$ cat src/rtl/memory_stage_if.sv
// Data-memory port of the memory stage: request (valid/ready) and single-beat response.
// master = memory stage side, slave = memory side.
interface memory_stage_if #(
  parameter int XLEN = 32
);
  logic              dreq_valid;
  logic              dreq_ready;
  logic [XLEN-1:0]   dreq_addr;
  logic              dreq_wen;
  logic [XLEN-1:0]   dreq_wdata;
  logic [XLEN/8-1:0] dreq_wmask;
  logic              dresp_valid;
  logic [XLEN-1:0]   dresp_rdata;

  modport master (
    output dreq_valid, dreq_addr, dreq_wen, dreq_wdata, dreq_wmask,
    input  dreq_ready, dresp_valid, dresp_rdata
  );

  modport slave (
    input  dreq_valid, dreq_addr, dreq_wen, dreq_wdata, dreq_wmask,
    output dreq_ready, dresp_valid, dresp_rdata
  );
endinterface

$ cat src/rtl/memory_stage.sv
// memory_stage: performs LB/LH/LW/LBU/LHU/SB/SH/SW on a valid/ready data-memory port.
// Optional MEMSTAGE_MISALIGN_TRAP_EN: misaligned half/word accesses are flagged, not issued.
module memory_stage #(
  parameter int XLEN      = 32,
  parameter int IID_WIDTH = 8
) (
  input  logic                 clk,
  input  logic                 rst_n,
  input  logic                 flush,
  input  logic                 valid,
  input  logic                 is_new,
  input  logic [IID_WIDTH-1:0] inst_id,
  input  logic [1:0]           mem_sel,
  input  logic [1:0]           mem_size,
  input  logic                 mem_signed,
  input  logic [XLEN-1:0]      alu_out,
  input  logic [XLEN-1:0]      rs2_data,
  memory_stage_if.master       dmem,
  output logic [XLEN-1:0]      next_mem_out,
  output logic                 is_stall,
  output logic                 misalign
);

  typedef enum logic [1:0] {IDLE, WAIT_READY, WAIT_RESP, DRAIN} state_e;

  state_e            state_q, state_d;
  logic [XLEN-1:0]   saved_data_q, saved_data_d;
  logic              pending_q, pending_d;

  logic              is_load, is_store, is_mem, is_acc;
  logic              size_half, size_word;
  logic              misaligned;
  logic [1:0]        offset;
  logic              issue;
  logic              req_valid;
  logic [XLEN-1:0]   lane;
  logic [XLEN-1:0]   load_fmt;
  logic [XLEN-1:0]   store_rep;
  logic [XLEN/8-1:0] mask_base;
  logic              unused_iid;

  assign unused_iid = ^inst_id;

  assign is_load   = (mem_sel == 2'd1);
  assign is_store  = (mem_sel == 2'd2);
  assign is_mem    = is_load | is_store;
  assign size_half = (mem_size == 2'd1);
  assign size_word = mem_size[1];

`ifdef MEMSTAGE_MISALIGN_TRAP_EN
  assign misaligned = is_mem & ((size_half & alu_out[0]) | (size_word & (|alu_out[1:0])));
  assign offset     = alu_out[1:0];
`else
  // Without the trap, the low address bits are simply forced to the access alignment.
  assign misaligned = 1'b0;
  assign offset     = size_word ? 2'b00 : (size_half ? {alu_out[1], 1'b0} : alu_out[1:0]);
`endif

  assign is_acc   = is_mem & ~misaligned;
  assign misalign = valid & misaligned;

  // pending_q remembers a new access that arrived during DRAIN, since is_new is single-cycle.
  assign issue = valid & is_acc & ~flush & (is_new | pending_q);

  always_comb begin
    lane     = dmem.dresp_rdata >> {offset, 3'b000};
    load_fmt = '0;
    if (is_load) begin
      if (size_word)
        load_fmt = lane;
      else if (size_half)
        load_fmt = {{(XLEN-16){mem_signed & lane[15]}}, lane[15:0]};
      else
        load_fmt = {{(XLEN-8){mem_signed & lane[7]}}, lane[7:0]};
    end
  end

  always_comb begin
    store_rep = rs2_data;
    mask_base = '1;
    if (size_half) begin
      store_rep = {(XLEN/16){rs2_data[15:0]}};
      mask_base = {{(XLEN/8-2){1'b0}}, 2'b11};
    end else if (!size_word) begin
      store_rep = {(XLEN/8){rs2_data[7:0]}};
      mask_base = {{(XLEN/8-1){1'b0}}, 1'b1};
    end
  end

  assign dmem.dreq_valid = req_valid;
  assign dmem.dreq_addr  = req_valid ? {alu_out[XLEN-1:2], 2'b00} : '0;
  assign dmem.dreq_wen   = req_valid & is_store;
  assign dmem.dreq_wdata = (req_valid & is_store) ? (store_rep << {offset, 3'b000}) : '0;
  assign dmem.dreq_wmask = req_valid ? (mask_base << offset) : '0;

  always_ff @(posedge clk or negedge rst_n) begin
    if (!rst_n) begin
      state_q      <= IDLE;
      saved_data_q <= '0;
      pending_q    <= 1'b0;
    end else begin
      state_q      <= state_d;
      saved_data_q <= saved_data_d;
      pending_q    <= pending_d;
    end
  end

  always_comb begin
    state_d      = state_q;
    saved_data_d = saved_data_q;
    case (state_q)
      IDLE: begin
        if (issue)
          state_d = dmem.dreq_ready ? WAIT_RESP : WAIT_READY;
      end
      WAIT_READY: begin
        // A handshake that coincides with a flush still owes us a response.
        if (!valid)
          state_d = IDLE;
        else if (dmem.dreq_ready)
          state_d = flush ? DRAIN : WAIT_RESP;
        else if (flush)
          state_d = IDLE;
      end
      WAIT_RESP: begin
        if (dmem.dresp_valid) begin
          state_d = IDLE;
          if (!flush)
            saved_data_d = load_fmt;
        end else if (flush || !valid) begin
          state_d = DRAIN;
        end
      end
      DRAIN: begin
        if (dmem.dresp_valid)
          state_d = IDLE;
      end
      default: state_d = IDLE;
    endcase
  end

  always_comb begin
    pending_d = pending_q;
    if (flush || !valid)
      pending_d = 1'b0;
    else if (state_q == DRAIN && is_new && is_acc)
      pending_d = 1'b1;
    else if (state_q == IDLE && issue)
      pending_d = 1'b0;
  end

  always_comb begin
    req_valid    = 1'b0;
    is_stall     = 1'b0;
    next_mem_out = '0;
    case (state_q)
      IDLE: begin
        req_valid = issue;
        is_stall  = valid & is_acc & (is_new | pending_q);
      end
      WAIT_READY: begin
        req_valid = valid;
        is_stall  = valid;
      end
      WAIT_RESP: begin
        is_stall = valid & ~dmem.dresp_valid;
      end
      DRAIN: begin
        is_stall = valid & is_acc & (is_new | pending_q);
      end
      default: ;
    endcase

    if (valid) begin
      if (!is_acc)
        next_mem_out = alu_out;
      else if (state_q == WAIT_RESP && dmem.dresp_valid)
        next_mem_out = load_fmt;
      else if (state_q == IDLE && !is_new && !pending_q)
        next_mem_out = saved_data_q;
    end
  end

endmodule

$ cat src/flat_wrapper.sv
// flat-port wrapper written by rule: the top's interface ports become plain ports
module memory_stage_flat 
#(
  parameter int XLEN      = 32,
  parameter int IID_WIDTH = 8
)
  (clk, rst_n, flush, valid, is_new, inst_id, mem_sel, mem_size, mem_signed, alu_out, rs2_data, next_mem_out, is_stall, misalign, dmem_dreq_valid, dmem_dreq_addr, dmem_dreq_wen, dmem_dreq_wdata, dmem_dreq_wmask, dmem_dreq_ready, dmem_dresp_valid, dmem_dresp_rdata);
  memory_stage_if #(.XLEN(XLEN)) dmem_i ();
  input  logic clk;
  input  logic rst_n;
  input  logic flush;
  input  logic valid;
  input  logic is_new;
  input  logic [IID_WIDTH-1:0] inst_id;
  input  logic [1:0] mem_sel;
  input  logic [1:0] mem_size;
  input  logic mem_signed;
  input  logic [XLEN-1:0] alu_out;
  input  logic [XLEN-1:0] rs2_data;
  output logic [XLEN-1:0] next_mem_out;
  output logic is_stall;
  output logic misalign;
  output wire logic [$bits(dmem_i.dreq_valid)-1:0] dmem_dreq_valid;
  output wire logic [$bits(dmem_i.dreq_addr)-1:0] dmem_dreq_addr;
  output wire logic [$bits(dmem_i.dreq_wen)-1:0] dmem_dreq_wen;
  output wire logic [$bits(dmem_i.dreq_wdata)-1:0] dmem_dreq_wdata;
  output wire logic [$bits(dmem_i.dreq_wmask)-1:0] dmem_dreq_wmask;
  input wire logic [$bits(dmem_i.dreq_ready)-1:0] dmem_dreq_ready;
  input wire logic [$bits(dmem_i.dresp_valid)-1:0] dmem_dresp_valid;
  input wire logic [$bits(dmem_i.dresp_rdata)-1:0] dmem_dresp_rdata;
  assign dmem_dreq_valid = dmem_i.dreq_valid;
  assign dmem_dreq_addr = dmem_i.dreq_addr;
  assign dmem_dreq_wen = dmem_i.dreq_wen;
  assign dmem_dreq_wdata = dmem_i.dreq_wdata;
  assign dmem_dreq_wmask = dmem_i.dreq_wmask;
  assign dmem_i.dreq_ready = dmem_dreq_ready;
  assign dmem_i.dresp_valid = dmem_dresp_valid;
  assign dmem_i.dresp_rdata = dmem_dresp_rdata;
  memory_stage #(.XLEN(XLEN), .IID_WIDTH(IID_WIDTH)) u_core (.clk(clk), .rst_n(rst_n), .flush(flush), .valid(valid), .is_new(is_new), .inst_id(inst_id), .mem_sel(mem_sel), .mem_size(mem_size), .mem_signed(mem_signed), .alu_out(alu_out), .rs2_data(rs2_data), .dmem(dmem_i), .next_mem_out(next_mem_out), .is_stall(is_stall), .misalign(misalign));
endmodule
$ cat config.mk
export PLATFORM = sky130hd
export DESIGN_NAME = memory_stage_flat
export DESIGN_NICKNAME = d
export VERILOG_FILES = /design/src/rtl/memory_stage_if.sv /design/src/rtl/memory_stage.sv /design/src/flat_wrapper.sv
export SDC_FILE = /design/constraint.sdc
export NUM_CORES = 1
export LEC_CHECK = 0
export BUFFER_PORTS_ARGS = -buffer_cell sky130_fd_sc_hd__buf_2
export CAP_MARGIN = 5
export CORE_UTILIZATION = 45
export CTS_CLUSTER_SIZE = 24
export DETAILED_ROUTE_END_ITERATION = 6
export PLACE_DENSITY = 0.95
export SLEW_MARGIN = 25
export SYNTH_ARGS = -nofsm -noshare
export SYNTH_HDL_FRONTEND = slang
export SYNTH_SLANG_ARGS = --single-unit
$ cat constraint.sdc
create_clock -name clk -period 2.5 [get_ports clk]
set_clock_uncertainty 0.1 [all_clocks]
set_input_delay 0.25 -clock clk [delete_from_list [all_inputs] [get_ports clk]]
set_output_delay 0.25 -clock clk [all_outputs]
set_load 0.02 [all_outputs]
==> results of run 1 <==
==> through the flow <==
step	TNS (ps)	cell area (sq um)	power, mW
after CTS	0	5020	3.02
after global routing	-421	5180	3.33
final	-50.1	5180	3.20
after global placement	0	4850	2.39
after floorplan	0	3690	1.95
after detailed placement	-46.0	4850	2.50
==> final timing paths <==
path | cells past startpoint | slack (ps) | endpoint
min in group asynchronous | 2 | 500 | u_core.saved_data_q[23]$_DFFE_PN0P_
worst max-delay path | 9 | -40 | next_mem_out[29]
max in group asynchronous | 2 | 1260 | u_core.saved_data_q[6]$_DFFE_PN0P_
worst max register to register | 7 | 490 | u_core.saved_data_q[8]$_DFFE_PN0P_
worst min-delay path | 3 | 170 | u_core.saved_data_q[23]$_DFFE_PN0P_
worst min register to register | 2 | 400 | u_core.saved_data_q[19]$_DFFE_PN0P_
==> sequential cells by signal, indices dropped and copies added, names as in the netlist <==
register and flops:
u_core.state_q 2, u_core.saved_data_q 32, u_core.pending_q 1
==> per-layer routing <==
layer | part of all wire | up-vias | track usage
met4 | 0.063 | 0 | 0.185
met5 | 0 | - | 0
met1 | 0.33 | 2336 | 0.386
met2 | 0.48 | 500 | 0.601
li1 | - | 2197 | -
met3 | 0.13 | 116 | 0.0854
==> Yosys cell counts, types with 12 or more instances <==
library cell	instances
nor2_1	67
a21oi_1	58
o21ai_0	53
and2_1	42
nand2_1	42
dfrtp_1	35
clkbuf_1	28
o22ai_1	18
a211oi_1	16
a22o_1	15
or4_1	15
inv_1	12
==> area by class of cell <==
cell class	count	area share
inverters	12	0.00870
clock buffers	5	0.0133
clock inverters	3	0.00387
flip-flops and latches	35	0.169
well taps	102	0.0247
repair buffers	236	0.262
multi-input cells	406	0.518
==> cell families (layout without fill, tap and decap cells) <==
group                      count (synthesis)  in the layout  share of synthesized area
AOI/OAI and AO/OA                        194            194                      0.340
adders and majority gates                  6              6                     0.0205
buffers and inverters                     60            256                     0.0749
DFF                                       35             35                      0.240
muxes                                     17             17                     0.0719
other                                      1              3                    0.00103
and+or+nand+nor                          186            186                      0.252
==> where the power goes <==
part	switching, mW	total [mW]	internal, mW	leakage, nW
combinational	1.08	1.78	0.705	2.09
clock	0.246	0.440	0.194	0.0402
sequential	0.186	0.980	0.794	0.470
total	1.51	3.20	1.69	2.60
==> critical path, stage by stage <==
cell and delay [ps]:
buf_2 110, inv_1 40, ha_1 370, inv_1 210
buf_12 160, o21ai_0 160, or4_1 560, o22ai_2 170
buf_6 150
==> repair_timing <==
| item | 4_1_cts | 5_1_grt |
|---|---|---|
| gates resized for setup | 17 | 34 |
| endpoints found under the hold margin | 35 | 0 |
| buffers inserted | 1 | 2 |
| gates cloned | 0 | 0 |
| pin swaps | 0 | 4 |
| setup endpoints to repair | 93 | 38 |
| hold buffers | 1 | 0 |
==> results.txt, run 1 <==
Outcome: finished with violations
Failing checks: DRC, setup timing
Ys flop type: dfrtp_1
Core region area: 7810 sq um
Max-slew violations: 0
CTS H-tree depth: 2
Mean Syn Cell Area: 7.33 sq um
DR iter-0 viols: 727
Cts bufs inserted: 5
Mapped cell area: 3660 sq um
Multi-input logic area: 2680 sq um
Nets: 818
Final antenna-violating net count: 0
Final hold violation count: 0
Sequential cell area fraction in the yosys report: 0.240
Congestion Overflow GR: 0
Initial Util: 0.468
Clock slew at reported path FFs: 90 ps
DR vias/cell: 6.44
Kind of critical path: input port to output pin
Maximum vdd drop: 0.323 mV
Area delta synth->final: 41.6%
First drt pass iteration count: 7
Worst setup EP type: output pin
RSZ-0062 raised after global routing: yes
Worst hold path class: input port to flip-flop
# diodes: 0
Clock Tree Buf Depth: 2
Commonest non-fill, non-tap cell in the layout: buf_2
Clk_lat worst skew: 300 ps
Critical Path RT: 2150 ps
Critical Path Start: mem_sel[0]
Detail-routed net length per standard cell: 19.9 um
Hold WS: 166 ps
Startpoint types: input port
Initial antenna violation count: 0
Utilization after layout: 0.663
Commonest cells after routing, fill and taps aside: 196 x buf_2, 65 x nor2_1, 58 x a21oi_1
Yosys warning count: 0
Flops & latches, synth: 35
Max_cap viols: 0
Tot GR Track Use: 0.345
Via count: 5149
HP Start: dmem_dresp_rdata[23]
Area contributors post-synth: dfrtp_1 24%, a21oi_1 7.9%, o21ai_0 7.3%, and2_1 7.2%, nor2_1 6.9%
Detailed Route WL: 15.9 mm
Clk Tree Root Cell: clkbuf_8
P per Cell Area: 619 nW/um^2
FMAX: 393 MHz
Min cycle time layout: 2540 ps
Syn Inst Count: 499
Register area: 876 sq um
Endpoints failing setup: 2
Tightest Pin Transition: 1050 ps
IO Port Bufs: 208
R2R Path Start: u_core.state_q[0]$_DFFE_PN0P_
Die footprint: 8490 sq um
Post-synth top area share: 0.240
IO Pins: 220
TritonCTS clock tree: built
Die H: 92.1 um
Non-filler instance count after layout: 799
Placed Cells: 787
Layout cells sized above 1: 0.423
Vias in the first global route: 4781
WP data arrival: 2190 ps
Final estimated routing congestion in global placement: 0.938
CP Max Fanout: 14
Static Leak: 2.60 nW
DP HPWL: 11.3 mm
FILL cells: 605
Chip Width: 92.1 um
# clock sinks: 35
Ys async rst share: 1.00
Largest net degree at the start of global routing: 37
# DRC: 1
Worst Setup Slack, final: -41.6 ps
First-pass GRT wire length: 23.1 mm
Period Utilization, post-route: 1.02
Row Count: 32
Post-synth EDFFs: 0
Synth area leader: dfrtp_1
Place WS: -36.6 ps
Yosys cell types: 49
Worst slew margin: 0.296
No activity file was read; power rests on OpenSTA's default activity.
==> run 2, diff against run 1 <==
--- a/config.mk
+++ b/config.mk
@@ -13,2 +13,3 @@
 export PLACE_DENSITY = 0.95
+export REMOVE_ABC_BUFFERS = 1
 export SLEW_MARGIN = 25
--- a/constraint.sdc
+++ b/constraint.sdc
@@ -4,2 +4,2 @@
 set_output_delay 0.25 -clock clk [all_outputs]
-set_load 0.02 [all_outputs]
+set_load 0.01 [all_outputs]
==> results.txt, run 2 (synthesized netlist as in run 1, its figures left out) <==
Worst Setup Slack, final: 20.1 ps (+61.8 ps)
Worst setup EP type: output pin
Clock Tree Buf Depth: 2 (unchanged)
# clock sinks: 35 (unchanged)
Max-slew violations: 0 (unchanged)
Maximum vdd drop: 0.359 mV (+11%)
Hold EP: u_core.saved_data_q[21]$_DFFE_PN0P_
Hold WS: 177 ps (+11.3 ps)
Biggest regs: u_core.saved_data_q: 32 flops, u_core.state_q: 2 flops, u_core.pending_q: 1 flops
Kind of critical path: flip-flop to output pin
Chip Width: 92.1 um (unchanged)
Final hold violation count: 0 (unchanged)
Detail-routed net length per standard cell: 17.4 um (-13%)
DP HPWL: 10.4 mm (-8.3%)
First drt pass iteration count: 5 (-2)
Vias in the first global route: 4474 (-6.4%)
CTS H-tree depth: 2 (unchanged)
Via count: 4736 (-8.0%)
DR vias/cell: 5.91 (-8.3%)
Largest net degree at the start of global routing: 41 (+11%)
Row Count: 32 (unchanged)
Largest reg by FF count: u_core.saved_data_q
DR iter-0 viols: 416 (-43%)
Layout cells sized above 1: 0.408 (-0.0155)
Clock slew at reported path FFs: 80 ps (about the same)
Worst slew margin: 0.467 (+0.171)
First-pass GRT wire length: 21.7 mm (-6.1%)
Utilization after layout: 0.651 (-0.0115)
IO Port Bufs: 208 (unchanged)
R2R depth: 8 (+1)
FMAX: 403 MHz (+2.5%)
Die footprint: 8490 sq um (unchanged)
Core region area: 7810 sq um (unchanged)
# DRC: 0 (-1)
Pwr Total: 3.02 mW (-5.6%)
Hold path cells: 3 (unchanged)
Reg-to-Reg End: u_core.saved_data_q[11]$_DFFE_PN0P_
Initial antenna violation count: 0 (unchanged)
Final estimated routing congestion in global placement: 0.893 (-4.8%)
Period Utilization, post-route: 0.992 (-0.0247)
Tightest Pin Transition: 800 ps (-251 ps)
Clk_lat worst skew: 290 ps (about the same)
Max reg flops: 32 (unchanged)
Outcome: complete, no violations
RSZ-0062 raised after global routing: yes
Min cycle time layout: 2480 ps (-61.8 ps)
R2R Path Start: u_core.state_q[0]$_DFFE_PN0P_
Initial Util: 0.468 (unchanged)
TritonCTS clock tree: built
Area delta synth->final: 39.1%
IO Pins: 220 (unchanged)
Detailed Route WL: 13.9 mm (-12%)
Congestion Overflow GR: 0 (unchanged)
Worst hold path class: input port to flip-flop
CP Max Fanout: 17 (+3)
Final antenna-violating net count: 0 (unchanged)
HP Start: dmem_dresp_rdata[21]
Commonest cells after routing, fill and taps aside: 208 x buf_2, 64 x nor2_1, 58 x a21oi_1
Critical Path RT: 2150 ps (about the same)
# diodes: 0 (unchanged)
R2r setup slk: 400 ps (-90 ps)
Max_cap viols: 0 (unchanged)
Endpoints failing setup: 0 (-2)
P per Cell Area: 594 nW/um^2 (-3.9%)
Die H: 92.1 um (unchanged)
WP data arrival: 2130 ps (-60 ps)
Tot GR Track Use: 0.319 (-0.0263)
Cts bufs inserted: 5 (unchanged)
Place WS: 35.0 ps (+71.6 ps)
Static Leak: 2.61 nW (+0.12%)
Commonest non-fill, non-tap cell in the layout: buf_2
Nets: 820 (+0.24%)
Clk Tree Root Cell: clkbuf_8
Startpoint types: flip-flop
[run 2: cell count changes in the layout (fill, tap and decap cells not counted), moves of 2 or more]
cell | previous run | this run
a211oi_1 | 6 | 16
a211oi_2 | 10 | 0
a221oi_2 | 5 | 7
buf_12 | 4 | 2
buf_2 | 196 | 208
buf_4 | 30 | 25
buf_6 | 4 | 1
clkinvlp_4 | 2 | 0
o22ai_1 | 9 | 13
o22ai_2 | 9 | 5
[run 2: final cells by class]
cell class	instances	area (sq um)
Fill cell	669	2720
Multi-Input combinational cell	406	2610
Timing Repair Buffer	238	1320
Sequential cell	35	876
Tap cell	102	128
Clock buffer	5	68.8
Inverter	12	45.0
Clock inverter	3	43.8
[run 2: how the worst max path moves through the flow]
stage	cells past startpoint	from	to	slack (ps)
global route	7	u_core.state_q[0]$_DFFE_PN0P_	next_mem_out[18]	-60
global placement	7	mem_size[1]	next_mem_out[28]	50
detailed placement	7	mem_size[1]	next_mem_out[18]	40
floorplan	7	mem_sel[0]	dmem_dreq_wdata[0]	-490
CTS	7	u_core.state_q[0]$_DFFE_PN0P_	next_mem_out[17]	30
finish	7	u_core.state_q[0]$_DFFE_PN0P_	next_mem_out[18]	20
[run 2: report_power, final]
part	switching, mW	leakage (nW)	internal [mW]
clock	0.225	0.0581	0.297
combinational	0.882	2.08	0.666
sequential	0.160	0.470	0.794
[run 2: metal layers]
metal	up-vias	share of wire	GRT usage
li1	2205	-	-
met1	2184	0.41	0.427
met2	303	0.47	0.514
met3	44	0.084	0.0647
met4	0	0.027	0.103
met5	-	0	0
[run 2: timing repair]
action | in CTS | in global routing
hold buffers | 1 | 0
endpoints found under the setup margin | 33 | 44
endpoints found under the hold margin | 35 | 0
buffers inserted | 0 | 1
cloned | 0 | 1
gates resized for setup | 6 | 17
[run 2: critical path, cell delays in order (launching register included)]
cell     delay [ps]
dfrtp_1         420
inv_2           120
ha_4            170
nand2_1          60
buf_4           180
or4_1           560
o22ai_2         160
buf_2           160
[run 2: stage by stage]
step           instances  instance area, sq um  setup TNS, ps
5_1_grt              801                  5090           -197
4_1_cts              799                  4970              0
3_5_place_dp         790                  4830              0
6_report             801                  5090              0
3_3_place_gp         790                  4830              0
2_1_floorplan        453                  3430         -17830
